**src/rtl/fetch_stage.sv**
```systemverilog
// Instruction-fetch stage of a 5-stage RV32I pipeline.
// It owns the PC and the IF/ID pipeline register. It fetches from a
// variable-latency instruction memory over a req/ack handshake that allows
// one request outstanding at a time.
//
// Handshake: imem_req stays high with imem_addr stable until the single-cycle
// imem_ack strobe, and imem_rdata is valid in the ack cycle. A request that a
// redirect has overtaken is still carried to its ack, but its data is dropped
// ("kill"). The target fetch then issues on the cycle after that ack.
//
// dbg_state_o exposes the FSM state so that checkers can bind to it.
module fetch_stage #(
  parameter logic [31:0] RESET_PC  = 32'h0000_0000,
  parameter logic [31:0] NOP_INSTR = 32'h0000_0013
) (
  input  logic        i_clk,
  input  logic        i_rst_n,
  input  logic        pc_wren,
  input  logic        IFID_wren,
  input  logic        IFID_clear,
  input  logic        br_flush,
  input  logic [31:0] br_target,
  output logic        imem_req,
  output logic [31:0] imem_addr,
  input  logic        imem_ack,
  input  logic [31:0] imem_rdata,
  output logic [31:0] IFID_pc,
  output logic [31:0] IFID_instr,
  output logic        IFID_valid,
  output logic        fetch_busy,
  output logic [1:0]  dbg_state_o
);

  typedef enum logic [1:0] {
    S_IDLE  = 2'd0,
    S_FETCH = 2'd1,
    S_HOLD  = 2'd2
  } state_e;

  state_e      state_q, state_d;
  logic [31:0] pc_q;
  logic        kill_q;
  logic [31:0] kill_addr_q;
  logic        skid_valid_q;
  logic [31:0] skid_pc_q;
  logic [31:0] skid_instr_q;
  logic [31:0] ifid_pc_q;
  logic [31:0] ifid_instr_q;
  logic        ifid_valid_q;

  // A response whose data is live: it belongs to the current PC and has not been killed.
  logic ack_live;
  // The pipeline can accept a new instruction into IF/ID this cycle.
  logic advance;
  logic take_fetch;
  logic take_skid;
  logic to_skid;

  // Decode the handshake and the hazard controls into datapath actions.
  always_comb begin
    ack_live   = (state_q == S_FETCH) && imem_ack && !kill_q;
    advance    = IFID_wren && pc_wren && !IFID_clear && !br_flush;
    take_fetch = ack_live && advance;
    take_skid  = (state_q == S_HOLD) && advance;
    // A clear with an ack in the same cycle parks the ack in the skid buffer, so the instruction is not lost.
    to_skid    = ack_live && !advance && !br_flush;
  end

  // FSM state register.
  always_ff @(posedge i_clk or negedge i_rst_n) begin
    if (!i_rst_n) state_q <= S_IDLE;
    else          state_q <= state_d;
  end

  // FSM next-state logic.
  always_comb begin
    state_d = state_q;
    case (state_q)
      S_IDLE:  state_d = S_FETCH;
      S_FETCH: if (to_skid) state_d = S_HOLD;
      S_HOLD:  if (br_flush || take_skid) state_d = S_FETCH;
      default: state_d = S_IDLE;
    endcase
  end

  // FSM outputs. A killed request keeps its original address until it is acked.
  always_comb begin
    imem_req    = (state_q == S_FETCH);
    imem_addr   = kill_q ? kill_addr_q : pc_q;
    fetch_busy  = imem_req && !imem_ack;
    dbg_state_o = state_q;
  end

  // PC: a redirect takes priority, otherwise the PC steps when an instruction enters IF/ID.
  always_ff @(posedge i_clk or negedge i_rst_n) begin
    if (!i_rst_n) begin
      pc_q <= RESET_PC;
    end else if (br_flush) begin
      pc_q <= {br_target[31:2], 2'b00};
    end else if (take_fetch || take_skid) begin
      pc_q <= pc_q + 32'd4;
    end
  end

  // Kill tracking: a redirect during an un-acked request marks that request as dead until its ack.
  always_ff @(posedge i_clk or negedge i_rst_n) begin
    if (!i_rst_n) begin
      kill_q      <= 1'b0;
      kill_addr_q <= 32'h0;
    end else if (state_q == S_FETCH) begin
      if (imem_ack) begin
        kill_q <= 1'b0;
      end else if (br_flush) begin
        kill_q      <= 1'b1;
        kill_addr_q <= imem_addr;
      end
    end
  end

  // Skid buffer: holds a response that IF/ID could not take; a redirect drops it.
  always_ff @(posedge i_clk or negedge i_rst_n) begin
    if (!i_rst_n) begin
      skid_valid_q <= 1'b0;
      skid_pc_q    <= 32'h0;
      skid_instr_q <= 32'h0;
    end else if (br_flush) begin
      skid_valid_q <= 1'b0;
    end else if (to_skid) begin
      skid_valid_q <= 1'b1;
      skid_pc_q    <= pc_q;
      skid_instr_q <= imem_rdata;
    end else if (take_skid) begin
      skid_valid_q <= 1'b0;
    end
  end

  // IF/ID register: clear or flush wins; on write it loads an instruction or a bubble.
  always_ff @(posedge i_clk or negedge i_rst_n) begin
    if (!i_rst_n) begin
      ifid_pc_q    <= 32'h0;
      ifid_instr_q <= NOP_INSTR;
      ifid_valid_q <= 1'b0;
    end else if (br_flush || IFID_clear) begin
      ifid_instr_q <= NOP_INSTR;
      ifid_valid_q <= 1'b0;
    end else if (IFID_wren) begin
      if (take_fetch) begin
        ifid_pc_q    <= pc_q;
        ifid_instr_q <= imem_rdata;
        ifid_valid_q <= 1'b1;
      end else if (take_skid) begin
        ifid_pc_q    <= skid_pc_q;
        ifid_instr_q <= skid_instr_q;
        ifid_valid_q <= 1'b1;
      end else begin
        ifid_instr_q <= NOP_INSTR;
        ifid_valid_q <= 1'b0;
      end
    end
  end

  assign IFID_pc    = ifid_pc_q;
  assign IFID_instr = ifid_instr_q;
  assign IFID_valid = ifid_valid_q;

endmodule

```
**config.mk**
```make
export PLATFORM = sky130hd
export DESIGN_NAME = fetch_stage
export DESIGN_NICKNAME = d
export VERILOG_FILES = /design/src/rtl/fetch_stage.sv
export SDC_FILE = /design/constraint.sdc
export NUM_CORES = 1
export LEC_CHECK = 0
export ABC_AREA = 1
export CORE_UTILIZATION = 30
export CTS_BUF_LIST = sky130_fd_sc_hd__clkbuf_16
export DETAILED_ROUTE_END_ITERATION = 7
export RECOVER_POWER = 50
export SYNTH_ARGS = -nofsm -noshare
export SYNTH_HDL_FRONTEND = slang
export SYNTH_SLANG_ARGS = --single-unit
```
**constraint.sdc**
```tcl
create_clock -name i_clk -period 3.8 [get_ports i_clk]
set_input_delay 1.14 -clock i_clk [delete_from_list [all_inputs] [get_ports i_clk]]
set_output_delay 1.14 -clock i_clk [all_outputs]
set_load 0.005 [all_outputs]
```
==> qor.yml <==
timing:
  hold_violations: 0
  fin_crit_sh: 0.898
  worst_slew_pin_slew_ns: 2.12
  setup_ws_ns: 0.386
  slew_headroom: -0.412
  rsz0062_at_grt: "false"
  layout_min_cycle_time_ns: 3.41
  timing.fmax_ghz: 0.293
  setup_tns_ns: 0
  slew_viol_final: 81
  fin_skew_ns: 0.00960
  setup-violations-final: 0
routing:
  drt_iter0_markers: 621
  drc: 0
  via_per_inst: 4.62
  postRouteAntennaNets: 0
  drt-total-wl_um: 25200
  drt_pass1_iterations: 5
  vias: 7777
  wl_per_cell_um: 15.0
pwr:
  cell_internal_pwr_w: 0.00477
  pwr-share-clk: 0.284
  finalPower_w: 0.00703
  p_sw_w: 0.00226
  p_leak_nw: 5.39
  combPwrFrac: 0.293
  switching_share: 0.322
  vdd_drop_max_uv: 277
  sequentialPowerShare: 0.422
  cellPowerDensity_mw_per_mm2: 602
setup_path:
  slowest_stage: "clkdlybuf4s50_1"
  r2r-start: "dbg_state_o[1]"
  path_cells: "clkdlybuf4s50_1, nor2_1, clkdlybuf4s50_1"
  crit_path_frequent_cell: "clkdlybuf4s50_1"
  worst_setup_path_end_kind: "output pin"
  crit_fanout: 3
  critical_path.top_delay_family: "buffers and inverters"
  rrSetupSlack_ns: 1.31
  worstSetupPathType: "in2out"
  crit_arrival_ns: 2.27
  cp-start-kind: "primary input"
  worst-path-buf-inv: 2
  cpPeakStageDelay_ns: 0.51
  r2r_end: "skid_pc_q[3]"
  worst-r2r-cell-count: 7
  worst-endpoint-required_ns: 2.66
  crit_cells: 3
synthesis:
  synth.most_common_cell: "nand2_1"
  synthCells: 1142
  synth_edf_count: 0
  yosysSeqAreaShare: 0.530
  syn_area_per_cell_sq_um: 7.86
  yosysWarningCount: 0
  yosysUniqueCellTypes: 30
  yosysTopAreaCell: "dfrtp_1"
  ys_top_cells_by_area: "dfrtp_1, nand2_1, o21ai_0"
  async_flop_share: 1.00
  yosysTopAreaCellShare: 0.521
  netlist_area_sq_mm: 0.00898
  synthTopCellsByCount: "nand2_1, dfrtp_1, inv_1, o21ai_0, o21ai_1"
  ys.flop_type: "dfrtp_1"
  yosys_register_bits: 190
hold_path:
  worstHoldPathType: "reg2reg"
  holdPathStages: 2
  hp-start: "skid_instr_q[0]"
  hold_end: "skid_instr_q[0]"
clock_network:
  post-cts-setup-buffers: 0
  clkTransAtPathRegs_ns: 0.06
  cts_buffers: 17
  root_buffer: "clkbuf_16"
  ctsHtreeMaxLevel: 4
  clk_latency_ns: 0.43
  clock_path_buffers: 2
  cts_resized: 0
  tritoncts: "built"
  clkSinkCount: 190
  hold_buffers: 0
cells_and_area:
  final_core_util: 0.401
  syn_to_final_growth_pct: 29.9
  post_route_cells_drive_above_1_share: 0.0646
  antenna_cells: 0
  nets: 1360
grt:
  grt_max_degree: 81
  grt_overflow: 0
  groute.usage.overall: 0.168
  grt_antenna_before_repair: 0
  grt_first_pass_wirelength_um: 40600
  first_global_vias: 7286
die:
  die_w_um: 175
  initial_core_util: 0.309
  die_h_um: 175
  die_area_sq_mm: 0.0306
  ios: 172
  core_sq_mm: 0.0291
  placementRows: 62
status:
  violations: "max-capacitance violations, max-slew violations"
  outcome: "finished, violations left"
place:
  port_buffers: 167
  hpwl_um: 17300
  place_ws_ns: 0.396
  gp_congestion: 0.873
job:
  drv_cap: 1
logic make-up (layout without fill, tap and decap cells):
family                   after synthesis  count (layout)  share of synthesized area
flip-flops                           190             190                      0.530
adder cells (fa/ha/maj)                1               1                    0.00139
buffers and inverters                147             304                     0.0677
AND/OR/NAND/NOR                      585             585                      0.262
AO/OA/AOI/OAI                        211             211                      0.131
XOR/XNOR                               7               7                    0.00683
other                                  1               2                   0.000418
power by group through the flow:
stage	clock network [W]	logic [W]	registers, W
after floorplan	0	0.00113	0.00293
after global placement	0	0.00208	0.00298
after detailed placement	0	0.00211	0.00301
after CTS	0.00205	0.00213	0.00297
after global routing	0.00214	0.00234	0.00305
final	0.00200	0.00206	0.00297
metrics by stage:
step | cells | instance area, sq um | hold WS [ns]
4_1_cts | 1684 | 11700 | 0.479
3_5_place_dp | 1653 | 11100 | 0.462
5_1_grt | 1684 | 11700 | 0.497
3_3_place_gp | 1653 | 11100 | 0.450
6_report | 1684 | 11700 | 0.472
2_1_floorplan | 1143 | 8980 | 0.437
cell type report:
type / instances / area [sq um]
Timing Repair Buffer: 185 / 1830
Multi-Input combinational cell: 806 / 3630
Fill cell: 2977 / 17400
Clock buffer: 17 / 425
Clock inverter: 14 / 215
Inverter: 88 / 330
Sequential cell: 190 / 4760
Tap cell: 384 / 480
worst reg2reg max path, stage by stage (launching register included):
cell and delay (ns):
dfrtp_1 0.41, inv_2 0.07, nand2_1 0.14, nor3_4 0.24, nand2_1 0.79, buf_12 0.52
nand2_1 0.12, o21ai_0 0.07
sequential cells by signal, indices dropped and copies added, names as in the netlist:
signal and count:
kill_q 1, dbg_state_o 2, IFID_valid 1, skid_instr_q 32
IFID_pc 30, IFID_instr 32, pc_q 30, skid_pc_q 30
kill_addr_q 32
how the worst max path moves through the flow:
stage,startpoint,endpoint,slack (ns)
2_1_floorplan,imem_ack,fetch_busy,1.41
3_3_place_gp,imem_ack,fetch_busy,0.41
3_5_place_dp,imem_ack,fetch_busy,0.40
4_1_cts,imem_ack,fetch_busy,0.39
5_1_grt,i_rst_n,skid_instr_q[0],0.20
6_report,imem_ack,fetch_busy,0.39
layout by cell type, fill, tap and decap left out, types with 7 or more instances in the layout:
master	synthesis	final
o211ai_1	37	37
inv_1	80	83
clkdlybuf4s50_1	0	134
dlygate4sd3_1	0	32
inv_2	8	7
buf_4	7	10
dfrtp_1	187	186
o21ai_0	75	77
o21ai_1	74	72
clkbuf_16	0	17
nor2_1	59	58
or2_2	12	12
nand3_1	50	50
a21oi_1	19	19
nand2_1	445	445
layer usage:
metal / vias to the layer above / wire, um / GRT usage
li1: 3937 / - / -
met3: 19 / 1130 / 0.0255
met4: 0 / 283 / 0.0388
met2: 225 / 11300 / 0.264
met5: - / 0 / 0
met1: 3596 / 12500 / 0.244
No activity file was read; power rests on OpenSTA's default activity.
